==> src/rtl/byte_packer_pkg.sv <==
// Shared definitions for the byte packer: default geometry and the fill/full state type.
package byte_packer_pkg;

  localparam int BP_DATA_WIDTH = 8;
  localparam int BP_RATIO      = 4;

  typedef enum logic {
    ST_FILL = 1'b0,
    ST_FULL = 1'b1
  } bp_state_e;

  function automatic int bp_clog2(input int value);
    int result;
    result = 0;
    while ((1 << result) < value) result++;
    return result;
  endfunction

endpackage

==> src/rtl/byte_packer.sv <==
// Packs RATIO narrow beats into one wide word with per-lane keep bits.
// The output register doubles as the single-entry buffer, so a full word blocks input.
module byte_packer
  import byte_packer_pkg::*;
#(
  parameter int DATA_WIDTH = BP_DATA_WIDTH,
  parameter int RATIO      = BP_RATIO,
  parameter int OUT_WIDTH  = DATA_WIDTH * RATIO,
  parameter int CNT_WIDTH  = bp_clog2(RATIO)
) (
  input  logic                  clk,
  input  logic                  rst,
  input  logic [DATA_WIDTH-1:0] idata,
  input  logic                  idata_vld,
  input  logic                  idata_last,
  output logic                  idata_rdy,
  output logic [OUT_WIDTH-1:0]  odata,
  output logic [RATIO-1:0]      odata_keep,
  output logic                  odata_last,
  output logic                  odata_vld,
  input  logic                  odata_rdy
);

  localparam logic [CNT_WIDTH-1:0] LAST_LANE = CNT_WIDTH'(RATIO - 1);

  bp_state_e            state_q, state_d;
  logic [CNT_WIDTH-1:0] cnt_q, cnt_d;
  logic [OUT_WIDTH-1:0] data_q, data_d;
  logic [RATIO-1:0]     keep_q, keep_d;
  logic                 last_q, last_d;
  logic                 accept;
  logic                 complete;

  assign idata_rdy  = (state_q == ST_FILL) | odata_rdy;
  assign accept     = idata_vld & idata_rdy;
  assign complete   = (cnt_q == LAST_LANE) | idata_last;

  assign odata      = data_q;
  assign odata_keep = keep_q;
  assign odata_last = last_q;
  assign odata_vld  = (state_q == ST_FULL);

  always_comb begin
    state_d = state_q;
    cnt_d   = cnt_q;
    data_d  = data_q;
    keep_d  = keep_q;
    last_d  = last_q;

    // Handoff empties the buffer; an accepted beat below may refill it in the same edge.
    if ((state_q == ST_FULL) && odata_rdy) begin
      state_d = ST_FILL;
      keep_d  = '0;
      last_d  = 1'b0;
    end

    if (accept) begin
      if (cnt_q == '0) begin
        data_d                 = '0;
        data_d[DATA_WIDTH-1:0] = idata;
        keep_d                 = RATIO'(1);
      end else begin
        for (int i = 1; i < RATIO; i++) begin
          if (cnt_q == CNT_WIDTH'(i)) begin
            data_d[i*DATA_WIDTH +: DATA_WIDTH] = idata;
            keep_d[i]                          = 1'b1;
          end
        end
      end

      if (complete) begin
        state_d = ST_FULL;
        last_d  = idata_last;
        cnt_d   = '0;
      end else begin
        state_d = ST_FILL;
        last_d  = 1'b0;
        cnt_d   = cnt_q + 1'b1;
      end
    end
  end

  always_ff @(posedge clk or posedge rst) begin
    if (rst) begin
      state_q <= ST_FILL;
      cnt_q   <= '0;
      data_q  <= '0;
      keep_q  <= '0;
      last_q  <= 1'b0;
    end else begin
      state_q <= state_d;
      cnt_q   <= cnt_d;
      data_q  <= data_d;
      keep_q  <= keep_d;
      last_q  <= last_d;
    end
  end

endmodule
==> config.mk <==
export PLATFORM = sky130hd
export DESIGN_NAME = byte_packer
export DESIGN_NICKNAME = d
export VERILOG_FILES = /design/src/rtl/byte_packer_pkg.sv /design/src/rtl/byte_packer.sv
export SDC_FILE = /design/constraint.sdc
export NUM_CORES = 1
export LEC_CHECK = 0
export CAP_MARGIN = 20
export CELL_PAD_IN_SITES_DETAIL_PLACEMENT = 2
export CELL_PAD_IN_SITES_GLOBAL_PLACEMENT = 2
export CORE_MARGIN = 1.5
export CORE_UTILIZATION = 34
export DETAILED_ROUTE_END_ITERATION = 10
export PLACE_DENSITY_LB_ADDON = 0.12
export SETUP_SLACK_MARGIN = 0.05
export SYNTH_ARGS = -nofsm -noshare
export SYNTH_HDL_FRONTEND = slang
export SYNTH_SLANG_ARGS = --single-unit
==> constraint.sdc <==
create_clock -name clk -period 3.11 [get_ports clk]
set_input_delay 0.622 -clock clk [delete_from_list [all_inputs] [get_ports clk]]
set_output_delay 0.622 -clock clk [all_outputs]
set_load 0.02 [all_outputs]
==> metrics.txt <==
port buffer count=51; Vias/cell=4.74; Mapped Nets=139; total CTS buffers=5; CTS Buffer Depth=2; CTS Hold Buffers Added=0; Pwr Density=931 nW/µm²; Pins Over Slew Limit=0; Synth-to-Final Area Change=37.4%; Core Rows=26; flops & latches, synth=40; Final ANT Viol Nets=0; final hold slack=0.508 ns; Synth Instances=121; Max transition margin=0.496; number of global-route vias before repair=1,353; Remaining Overflow, GRT=0; postcts setup bufs=0; final net count=196; GRT Resource Usage Total=0.175; average size of a mapped cell=14.8 µm²; final wirelength=4430 µm; Distinct cells, synth=22; Core ar.=5070 µm²; metal1 wirelength=1910 µm; ANT cells=0; WL/cell=17.8 µm; Leak Pwr=1.08 nW; mapped cell area=1790 µm²; drt drc=0; post-layout util=0.484; Final Cycle Share=0.804; ranking of synthesized cells by area=dfrtp_1, mux2_2, mux2_4; P_sw=0.000819 W; initial antenna violation count=0; Flop pwr share=0.368; fmax=0.400 GHz; number of DRC markers in iteration 0=37; top-area cell type share of the netlist area=0.560; routability congestion estimate from global placement=0.772; Req. time, crit path=2.49 ns; sw frac=0.358; setup TNS=0 ns; Starting Density=0.352; met3 wire length=216 µm; drt first pass iters=4; vias=1,181; combinational share of power=0.474; maxcap violations=0; Post-CTS Resized=0; dpl ws=0.592 ns; Post-synth EDFFs=0; H-tree depth=2; CTS sink cnt=40; routed wl met2=2250 µm; Warnings, synthesis=0; Final Instance Area=2460 µm²; Int Pwr=0.00147 W; TritonCTS clock tree=built; Startpoint Class=input port; worst setup margin=0.609 ns; VDD IR max=0.000368 V; WS Path Type=input port to output pin; die area=5700 µm²; Max Used Layer=met4; Die Ht=75.5 µm; Worst-path clk slew=0.07 ns; Worst Clk Skew=0.00436 ns; crit path DAT=1.88 ns; ys flop type=dfrtp_1; outcome=finished, final reports clean; first-pass GRT wire length=7160 µm; Clock Power Share=0.157; RSZ-0062 raised after global routing=no; clock root cell=clkbuf_8; post-DP HPWL=3320 µm; sequential element share of the synthesized area=0.560; die width=75.5 µm; Worst Hold Class=flop to flop; cell accounting for the most synthesized area=dfrtp_1; commonest non-fill, non-tap cells in the layout=clkdlybuf4s50_1, dfrtp_1, mux2_2; Final Hold Fails=0; commonest non-fill, non-tap cell in the layout=clkdlybuf4s50_1; Critical Path End Type=output pin; share of synthesized registers carrying an async set or reset=1.00; largest net degree at the start of global routing=32; Slew @ Worst Pin=0.755 ns; final setup vio count=0; clk_lat worst skew=0.29 ns; Final min period=2.50 ns; share of cells above drive strength 1=0.263; critical-path maximum fanout=4; dpl cell area=2360 µm²; io pins=52
## registers in the layout, indices dropped and copies added, names as in the netlist
signal / count
odata_vld: 1
odata_last: 1
odata: 32
cnt_q: 2
odata_keep: 4
## Yosys cell counts (all sizes together) (2+ instances only)
cell type,count
mux2,32
nor2b,10
buf,4
ha,5
dfrtp,40
o21ai,6
nand3,2
a32o,2
inv,3
o211ai,2
nand2,5
nand4,2
## layout make-up
cell class / instances / area [µm²]
Fill cell: 511 / 2620
Sequential cell: 40 / 1000
Clock buffer: 7 / 86.3
Multi-Input combinational cell: 74 / 731
Tap cell: 70 / 87.6
Inverter: 3 / 11.3
Clock inverter: 1 / 7.51
Timing Repair Buffer: 54 / 533
## metal layers
metal | vias up | global-route usage
met3 | 6 | 0.0450
met2 | 34 | 0.299
met4 | 0 | 0.0536
met5 | - | 0
met1 | 605 | 0.217
li1 | 536 | -
## metrics by stage
step,cells,power [W]
6_report,249,0.00229
5_1_grt,249,0.00242
4_1_cts,249,0.00233
3_5_place_dp,241,0.00196
3_3_place_gp,241,0.00191
2_1_floorplan,121,0.00144
## path summary, 6_finish.rpt
check	start	depth (start not counted)	end	slack [ns]
min in group asynchronous	rst	2	odata[3]$_DFFE_PP0P_	0.62
max	odata_rdy	3	idata_rdy	0.61
max reg2reg	cnt_q[0]$_DFFE_PP0P_	4	odata[22]$_DFFE_PP0P_	0.99
min reg2reg	odata_keep[2]$_DFF_PP0_	1	odata_keep[2]$_DFF_PP0_	0.51
min	odata_keep[2]$_DFF_PP0_	1	odata_keep[2]$_DFF_PP0_	0.51
max in group asynchronous	rst	3	odata[10]$_DFFE_PP0P_	1.74
## power by group through the flow
stage	logic [W]	clock network [W]	registers (W)
finish	0.00108	0.000360	0.000842
global route	0.00115	0.000399	0.000867
CTS	0.00110	0.000376	0.000848
detailed placement	0.00110	0	0.000858
global placement	0.00107	0	0.000846
floorplan	0.000368	0	0.00107
## critical path, stage by stage
cell and delay, ns:
clkdlybuf4s50_1 0.51, nand2b_2 0.14, clkdlybuf4s50_1 0.60
## cells by family (layout without fill, tap and decap cells)
family / after synthesis / in the layout / share of synthesized area
compound gates: 13 / 13 / 0.0637
fa+ha+maj: 5 / 5 / 0.0350
buf+inv: 7 / 65 / 0.0315
flops: 40 / 40 / 0.560
mux: 33 / 33 / 0.228
simple gates: 23 / 23 / 0.0819
(Power assumes the default switching activity.)
